[config.mk]
export PLATFORM = sky130hd
export DESIGN_NAME = alu_rr_scheduler
export DESIGN_NICKNAME = d
export VERILOG_FILES = /design/src/rtl/alu_rr_scheduler.sv
export SDC_FILE = /design/constraint.sdc
export NUM_CORES = 1
export LEC_CHECK = 0
export CELL_PAD_IN_SITES_DETAIL_PLACEMENT = 1
export CELL_PAD_IN_SITES_GLOBAL_PLACEMENT = 2
export CORE_MARGIN = 4
export CORE_UTILIZATION = 21
export DETAILED_ROUTE_END_ITERATION = 10
export GPL_TIMING_DRIVEN = 0
export PLACE_DENSITY_LB_ADDON = 0.1
export SYNTH_ARGS = -nofsm -noshare
export SYNTH_HDL_FRONTEND = slang
export SYNTH_SLANG_ARGS = --single-unit
[constraint.sdc]
create_clock -name clk -period 3.45 [get_ports clk]
set_input_delay 1.035 -clock clk [delete_from_list [all_inputs] [get_ports clk]]
set_output_delay 1.035 -clock clk [all_outputs]
set_load 0.02 [all_outputs]
[src/rtl/alu_rr_scheduler.sv]
// Round-robin front end for one shared external 8-bit ALU: grants one requester at a time,
// registers its operands onto the ALU, captures the op-selected result and returns it with valid/ready.
module alu_rr_scheduler #(
  parameter int WIDTH = 8,
  parameter int NREQ  = 4,
  parameter int ID_W  = 2
) (
  input  logic                  clk,
  input  logic                  rst,
  // Handshake rule for both sides: a transfer happens on the rising edge where valid and
  // ready are both high; the sender keeps its payload stable until that edge.
  input  logic [NREQ-1:0]       req_valid,
  output logic [NREQ-1:0]       req_ready,
  input  logic [NREQ*WIDTH-1:0] req_a,
  input  logic [NREQ*WIDTH-1:0] req_b,
  input  logic [NREQ*2-1:0]     req_op,
  output logic                  resp_valid,
  input  logic                  resp_ready,
  output logic [ID_W-1:0]       resp_id,
  output logic [WIDTH-1:0]      resp_result,
  output logic                  resp_flag,
  output logic [WIDTH-1:0]      alu_a,
  output logic [WIDTH-1:0]      alu_b,
  output logic [1:0]            alu_op,
  input  logic [WIDTH-1:0]      alu_sum,
  input  logic                  alu_cout,
  input  logic [WIDTH-1:0]      alu_diff,
  input  logic                  alu_bout,
  input  logic [WIDTH-1:0]      alu_xor,
  input  logic [WIDTH-1:0]      alu_shl,
  output logic                  busy,
  output logic [15:0]           op_count,
  output logic [1:0]            dbg_state
);

  typedef enum logic [1:0] {
    S_IDLE = 2'd0,
    S_EXEC = 2'd1,
    S_RESP = 2'd2
  } state_e;

  localparam logic [1:0] OP_ADD = 2'b00;
  localparam logic [1:0] OP_SUB = 2'b01;
  localparam logic [1:0] OP_XOR = 2'b10;

  state_e            state_q, state_d;
  logic [ID_W-1:0]   last_q, last_d;
  logic [ID_W-1:0]   gid_q, gid_d;
  logic [WIDTH-1:0]  alu_a_q, alu_a_d;
  logic [WIDTH-1:0]  alu_b_q, alu_b_d;
  logic [1:0]        alu_op_q, alu_op_d;
  logic              resp_valid_q, resp_valid_d;
  logic [ID_W-1:0]   resp_id_q, resp_id_d;
  logic [WIDTH-1:0]  resp_result_q, resp_result_d;
  logic              resp_flag_q, resp_flag_d;
  logic [15:0]       op_count_q, op_count_d;

  logic              grant_found;
  logic [ID_W-1:0]   grant_id;
  logic [NREQ-1:0]   grant_oh;
  logic [ID_W:0]     scan_idx;
  logic [WIDTH-1:0]  sel_a;
  logic [WIDTH-1:0]  sel_b;
  logic [1:0]        sel_op;
  logic              accept;
  logic              resp_done;

  // Scan starts just after the last winner so every requester is reached within NREQ grants.
  always_comb begin
    grant_found = 1'b0;
    grant_id    = '0;
    scan_idx    = '0;
    for (int k = 1; k <= NREQ; k++) begin
      scan_idx = {1'b0, last_q} + (ID_W+1)'(k);
      if (scan_idx >= (ID_W+1)'(NREQ)) begin
        scan_idx = scan_idx - (ID_W+1)'(NREQ);
      end
      if (!grant_found && req_valid[scan_idx[ID_W-1:0]]) begin
        grant_found = 1'b1;
        grant_id    = scan_idx[ID_W-1:0];
      end
    end
  end

  always_comb begin
    grant_oh = '0;
    sel_a    = '0;
    sel_b    = '0;
    sel_op   = '0;
    for (int i = 0; i < NREQ; i++) begin
      if (grant_found && (grant_id == ID_W'(i))) begin
        grant_oh[i] = 1'b1;
        sel_a       = req_a[i*WIDTH +: WIDTH];
        sel_b       = req_b[i*WIDTH +: WIDTH];
        sel_op      = req_op[i*2 +: 2];
      end
    end
  end

  assign req_ready = (state_q == S_IDLE) ? grant_oh : '0;
  assign accept    = (state_q == S_IDLE) && grant_found;
  assign resp_done = (state_q == S_RESP) && resp_valid_q && resp_ready;

  always_comb begin
    state_d       = state_q;
    last_d        = last_q;
    gid_d         = gid_q;
    alu_a_d       = alu_a_q;
    alu_b_d       = alu_b_q;
    alu_op_d      = alu_op_q;
    resp_valid_d  = resp_valid_q;
    resp_id_d     = resp_id_q;
    resp_result_d = resp_result_q;
    resp_flag_d   = resp_flag_q;
    op_count_d    = op_count_q;
    unique case (state_q)
      S_IDLE: begin
        if (accept) begin
          alu_a_d  = sel_a;
          alu_b_d  = sel_b;
          alu_op_d = sel_op;
          last_d   = grant_id;
          gid_d    = grant_id;
          state_d  = S_EXEC;
        end
      end
      S_EXEC: begin
        // The external ALU has had a full cycle on the registered operands.
        unique case (alu_op_q)
          OP_ADD: begin
            resp_result_d = alu_sum;
            resp_flag_d   = alu_cout;
          end
          OP_SUB: begin
            resp_result_d = alu_diff;
            resp_flag_d   = alu_bout;
          end
          OP_XOR: begin
            resp_result_d = alu_xor;
            resp_flag_d   = 1'b0;
          end
          default: begin
            resp_result_d = alu_shl;
            resp_flag_d   = 1'b0;
          end
        endcase
        resp_id_d    = gid_q;
        resp_valid_d = 1'b1;
        state_d      = S_RESP;
      end
      S_RESP: begin
        if (resp_done) begin
          resp_valid_d = 1'b0;
          op_count_d   = op_count_q + 16'd1;
          state_d      = S_IDLE;
        end
      end
      default: begin
        state_d      = S_IDLE;
        resp_valid_d = 1'b0;
      end
    endcase
  end

  always_ff @(posedge clk or posedge rst) begin
    if (rst) begin
      state_q       <= S_IDLE;
      last_q        <= ID_W'(NREQ-1);
      gid_q         <= '0;
      alu_a_q       <= '0;
      alu_b_q       <= '0;
      alu_op_q      <= '0;
      resp_valid_q  <= 1'b0;
      resp_id_q     <= '0;
      resp_result_q <= '0;
      resp_flag_q   <= 1'b0;
      op_count_q    <= '0;
    end else begin
      state_q       <= state_d;
      last_q        <= last_d;
      gid_q         <= gid_d;
      alu_a_q       <= alu_a_d;
      alu_b_q       <= alu_b_d;
      alu_op_q      <= alu_op_d;
      resp_valid_q  <= resp_valid_d;
      resp_id_q     <= resp_id_d;
      resp_result_q <= resp_result_d;
      resp_flag_q   <= resp_flag_d;
      op_count_q    <= op_count_d;
    end
  end

  assign alu_a       = alu_a_q;
  assign alu_b       = alu_b_q;
  assign alu_op      = alu_op_q;
  assign resp_valid  = resp_valid_q;
  assign resp_id     = resp_id_q;
  assign resp_result = resp_result_q;
  assign resp_flag   = resp_flag_q;
  assign op_count    = op_count_q;
  assign busy        = (state_q != S_IDLE);
  assign dbg_state   = state_q;

  a_ready_onehot: assert property (@(posedge clk) disable iff (rst) $onehot0(req_ready));
  a_resp_hold: assert property (@(posedge clk) disable iff (rst)
    (resp_valid && !resp_ready) |=> (resp_valid && $stable(resp_result) && $stable(resp_id)
                                      && $stable(resp_flag)));
  a_ready_idle_only: assert property (@(posedge clk) disable iff (rst)
    (state_q != S_IDLE) |-> (req_ready == '0));

endmodule

==> results of run 1 <==
[cell families after synthesis]
group / count (synthesis) / synth area share [%]
AOI/OAI and AO/OA: 76 / 21.1
xor gates and xnor gates: 15 / 4.49
adders and majority gates: 1 / 0.428
buffers and inverters: 28 / 4.71
DFF: 52 / 44.6
muxes: 11 / 7.23
and+or+nand+nor: 115 / 17.4
[power groups by stage]
stage | Combinational (mW) | Sequential (mW) | Clock, mW
4_1_cts | 2.24 | 1.09 | 0.620
5_1_grt | 2.41 | 1.13 | 0.636
6_report | 2.21 | 1.08 | 0.590
3_5_place_dp | 2.21 | 1.10 | 0
2_1_floorplan | 1.03 | 1.31 | 0
3_3_place_gp | 2.19 | 1.09 | 0
[through the flow]
stage                     utilization [%]  instance area (sq um)  setup TNS (ps)  instances  hold slack [ps]
after floorplan                         -                   2920               0        298              439
after global placement               35.5                   4780          -12990        637              458
after detailed placement             35.6                   4800           -3750        638              467
after CTS                            37.1                   4990               0        646              486
after global routing                 37.4                   5030           -3.67        650              505
final                                37.4                   5030               0        650              476
[worst register-to-register path, delay by kind of cell (launching register included)]
family,cells,cell delay [ps]
simple gates,2,510
mux,1,200
flops,1,550
compound gates,2,330
buf+inv,2,570
[sequential cells by signal, indices dropped and copies added (netlist names), 8 cells and up]
name	flops
alu_a	8
resp_result	8
op_count	16
alu_b	8
[what timing repair did]
item / 4_1_cts / 5_1_grt
endpoints found under the hold margin: 0 / 0
resized for setup: 37 / 8
setup buffers: 1 / 4
pin swaps: 0 / 1
setup endpoints to repair: 4 / 3
[worst max-delay path by stage]
stage                     depth (start not counted)         start      endpoint  slack [ps]
after global placement                            8  req_valid[0]  req_ready[1]       -1050
final                                             7  req_valid[1]  req_ready[3]          70
after global routing                              8  req_valid[1]  req_ready[3]          -4
after floorplan                                   6  req_valid[1]  req_ready[2]         110
after detailed placement                          8  req_valid[0]  req_ready[1]       -1020
after CTS                                         7  req_valid[1]  req_ready[3]          10
[cells in the mapped netlist (2+ instances only)]
master / count
xnor2_1: 11
inv_1: 7
dfrtp_1: 50
and4_1: 3
o21ai_0: 4
or2_2: 3
a221oi_1: 18
o22ai_2: 8
o22ai_1: 11
nand4_1: 5
o21a_1: 3
buf_6: 2
mux2i_1: 2
clkbuf_2: 2
xor2_1: 4
nand3_1: 4
nor2b_1: 2
clkbuf_1: 5
mux4_2: 8
buf_2: 12
nand2_1: 61
a211oi_1: 18
a21oi_1: 5
nor2_1: 26
nand2b_1: 4
dfstp_2: 2
[area by class of cell]
cell class	count	share of cell area [%]
repair buffers	169	33.2
multi-input cells	218	30.1
flip-flops and latches	52	25.9
well taps	176	4.37
plain buffers	20	2.51
clock buffers	5	2.49
clock inverters	3	0.919
inverters	7	0.522
[layer usage]
layer,vias up,share of wire (%)
li1,1437,-
met1,1437,42
met2,135,47
met3,7,9.6
met4,0,0.75
met5,-,0
==> flow_summary.ini, run 1 <==
[critical_path]
arrival_ps = 2350
worstRegToRegCells = 7
reg2reg_to = alu_b[1]$_DFFE_PP0P_
crit_path_max_fanout = 10
slowest_delay_ps = 330
timing.rr.start = last_q[1]$_DFFE_PP1P_
ff2ff_setup_slack_ps = 1200
critPathRequiredTime_ps = 2410
start_kind = input port
worstSetupEndpointType = output pin
critPathSlowestCell = or2_2
crit_chain = clkbuf_4 > or2_2 > a21oi_4 > o211ai_4 > buf_6 > inv_1 > clkdlybuf4s15_2
cp_top_family = buffers and inverters
worstSetupPathType = input port to output pin
path_buf_inv = 4

[sta]
finalCritPeriodShare_pct = 98.0
worst_slack_ps = 68.1
maxSlewViolCount = 0
relSlewSlack_pct = 60.7
finalSetupViolCount = 0
max_freq_mhz = 296
tightest_slew_ps = 590
final.min_clock_period_ps = 3380
clock_skew_ps = 6.12
hold_violations = 0

[die]
pin_count = 166
fp.coreArea_sq_mm = 0.0135
die_area_sq_mm = 0.0159
num_rows = 42
floorplan.initialDensity_pct = 21.7
die_x_um = 126
die_height_um = 126

[power_and_ir_drop]
power.switching_mw = 1.61
p_leak_nw = 2.05
power.internal_mw = 2.28
clock_power_share_pct = 15.2
p_sw_share_pct = 41.4
power_mw = 3.88
seqPwrFrac_pct = 27.9
combPwrFrac_pct = 56.9
ir_worst_vdd_mv = 0.219
p_per_area_mw_per_mm2 = 771

[synth]
synth_cells = 298
synth_cell_types = 44
synth_edf_count = 0
ys_seq_area_share_pct = 44.6
synthDominantCellAreaShare_pct = 42.8
synth.largest_area_cell = dfrtp_1
synth_flop_cell = dfrtp_1
netlist_top_cells_area = dfrtp_1 43%, nand2_1 7.8%, mux4_2 6.2%
synthesis.nets = 412
ys_ff_latch = 52
async_reset_ff_share_pct = 100
syn_avg_cell_area_sq_um = 9.81
syn-cell-area_sq_mm = 0.00292
ys_warn_count = 0

[cells_and_area]
final_nets = 587
layout_common_cells = 157 x clkdlybuf4s50_1, 61 x nand2_1, 50 x dfrtp_1
nFillCells = 1550
multi_input_area_sq_mm = 0.00151
syn2layout_area_growth_pct = 72.2
n_antenna_cell = 0
seqCellArea_sq_mm = 0.00130
layout_commonest_cell = clkdlybuf4s50_1
layout-drive-gt1-share_pct = 14.1

[cts]
cts_hold_buf = 0
root_buffer = clkbuf_16
clk_pin_slew_ps = 70
clock_latency_ps = 290
htree_levels = 2
cts_tree = built
numCtsBuffers = 5
cts.path.max_buffers = 2
clock-sinks = 52

[detailed_routing]
drtPass1Iterations = 4
wl_per_cell_um = 17.9
drtIter0Drc = 146
drc = 0
ant_nets = 0
wirelength_um = 11600
viasPerCell = 4.64
dr_total_vias = 3016

[place]
dp_slack_ps = -1020
portBuffers = 163
routabilityCongestion = 0.785
hpwl_um = 9070

[grt]
antenna_found_initial = 0
grt_overflow = 0
grt_busiest_layer = met2
grt.met3_usage_pct = 5.50
grt_pass1_wl_um = 18400
grt_use_met2_pct = 23.8
grt_max_degree = 32
grt_pass1_vias = 3300
grt_use_total_pct = 14.3
use_met1_pct = 17.9

[run_status]
status = finished clean

[run]
maxCapViolCount = 0

[worst_hold_path]
hp-start = gid_q[0]$_DFFE_PP0P_
min_path_cells = 2
hold_path_class = register to register
min_to = resp_id[0]$_DFFE_PP0P_
Power figures use the tool's default switching activity.
==> run 2: changes to the inputs <==
- CELL_PAD_IN_SITES_GLOBAL_PLACEMENT: 2 -> 1
- CORE_UTILIZATION: 21 -> 28
==> run 2 against run 1 <==
Sequential cell count stayed put. Global-route usage is 3.2 points higher. Fmax is 0.40% higher. Largest cell class unchanged. Sequential share of layout area is 0.88 points higher. Non-clock buffer count is 3 lower.
==> flow_summary.ini, run 2 (synthesis results as in run 1) <==
[critical_path]
arrival_ps = 2330
cp_top_family = buffers and inverters
crit_path_max_fanout = 19
worstRegToRegCells = 7
crit_chain = clkbuf_4 > or2_2 > a2111o_1 > buf_6 > inv_1 > buf_4
worstSetupEndpointType = output pin
critPathRequiredTime_ps = 2410
reg2reg_to = alu_op[0]$_DFFE_PP0P_
slowest_delay_ps = 430
ff2ff_setup_slack_ps = 1220
path_buf_inv = 4
worstSetupPathType = input port to output pin
timing.rr.start = last_q[1]$_DFFE_PP1P_
start_kind = input port
critPathSlowestCell = a2111o_1

[cts]
root_buffer = clkbuf_8
cts_hold_buf = 0
clock_latency_ps = 310
clk_pin_slew_ps = 100
cts_tree = built
htree_levels = 2
cts.path.max_buffers = 2
clock-sinks = 52
numCtsBuffers = 5

[grt]
grt_pass1_vias = 3271
antenna_found_initial = 0
grt_max_degree = 34
grt_overflow = 0
grt_pass1_wl_um = 16300
grt_use_total_pct = 17.5

[power_and_ir_drop]
power_mw = 3.66
p_per_area_mw_per_mm2 = 751
ir_worst_vdd_mv = 0.292
p_leak_nw = 1.99

[sta]
tns_ps = 0
tightest_slew_ps = 639
maxSlewViolCount = 0
finalSetupViolCount = 0
hold_violations = 0
rsz0062_at_grt = false
max_freq_mhz = 297
relSlewSlack_pct = 57.4
finalCritPeriodShare_pct = 97.6
clock_skew_ps = 8.02
final.min_clock_period_ps = 3370

[cells_and_area]
layout_commonest_cell = clkdlybuf4s50_1
final_nets = 584
fin_area_sq_mm = 0.00487
syn2layout_area_growth_pct = 66.5
layout-drive-gt1-share_pct = 13.2
seqCellArea_sq_mm = 0.00130
multi_input_area_sq_mm = 0.00150
n_antenna_cell = 0
largest_reg_flops = 16
layout_common_cells = 157 x clkdlybuf4s50_1, 61 x nand2_1, 50 x dfrtp_1
fin_util_pct = 47.6
nFillCells = 1196

[worst_hold_path]
hold_path_class = register to register
min_path_cells = 2
min_to = resp_result[5]$_DFFE_PP0P_
hp-start = resp_result[5]$_DFFE_PP0P_

[die]
fp.coreArea_sq_mm = 0.0102
floorplan.initialDensity_pct = 28.6
num_rows = 37
die_area_sq_mm = 0.0121
die_x_um = 110
die_height_um = 110
pin_count = 166

[run_status]
status = finished clean

[place]
hpwl_um = 8170
routabilityCongestion = 0.758
portBuffers = 163
postPlaceCellArea_sq_mm = 0.00475

[detailed_routing]
wl_per_cell_um = 17.7
wirelength_um = 10800
dr_total_vias = 3047
viasPerCell = 5.02
ant_nets = 0
drtIter0Drc = 110
drc = 0
drtPass1Iterations = 6

[run]
maxCapViolCount = 0
[run 2: cell type report]
class                           count  area share (%)
Buffer                             19            2.29
Clock buffer                        6            1.70
Clock inverter                      2           0.308
Inverter                            7           0.540
Multi-Input combinational cell    218            30.9
Sequential cell                    52            26.8
Tap cell                          136            3.49
Timing Repair Buffer              167            34.0
[run 2: routing by layer]
layer,vias to the layer above,track usage (%),wire [um],part of all wire (%)
li1,1426,-,-,-
met1,1498,20.7,4270,40
met2,116,31.1,5360,50
met3,7,5.47,1050,9.8
met4,0,3.87,89,0.83
met5,-,0,0,0
[run 2: metrics by stage]
stage | setup slack (ps) | hold slack, ps | instances
CTS | 43.9 | 488 | 605
finish | 81.6 | 481 | 607
floorplan | 109 | 439 | 298
global placement | -980 | 456 | 597
detailed placement | -1020 | 463 | 598
global route | 21.2 | 520 | 607
[run 2: worst register-to-register path, cell delays in order (launching register included)]
cell,delay (ps)
dfstp_2,550
buf_2,210
mux2i_1,200
o22ai_1,120
nor2_2,410
buf_2,340
nand2_1,90
a211oi_1,210
[run 2: how the worst max path moves through the flow]
stage                      start           end  cells past startpoint
global placement    req_valid[0]  req_ready[1]                      8
global route        req_valid[1]  req_ready[0]                      6
detailed placement  req_valid[0]  req_ready[1]                      8
finish              req_valid[1]  req_ready[2]                      6
floorplan           req_valid[1]  req_ready[2]                      6
CTS                 req_valid[1]  req_ready[0]                      6
[run 2: report_power, final]
group	leakage [nW]	total (mW)	internal, mW	switching (mW)
Sequential	0.651	1.08	0.862	0.215
Combinational	1.30	2.19	1.06	1.13
Clock	0.0434	0.385	0.163	0.222
Total	1.99	3.66	2.08	1.57
[run 2: timing repair]
item | CTS | global route
pin swaps | 1 | 1
setup buffers | 1 | 2
gates resized for setup | 30 | 1
setup endpoints to repair | 4 | 1
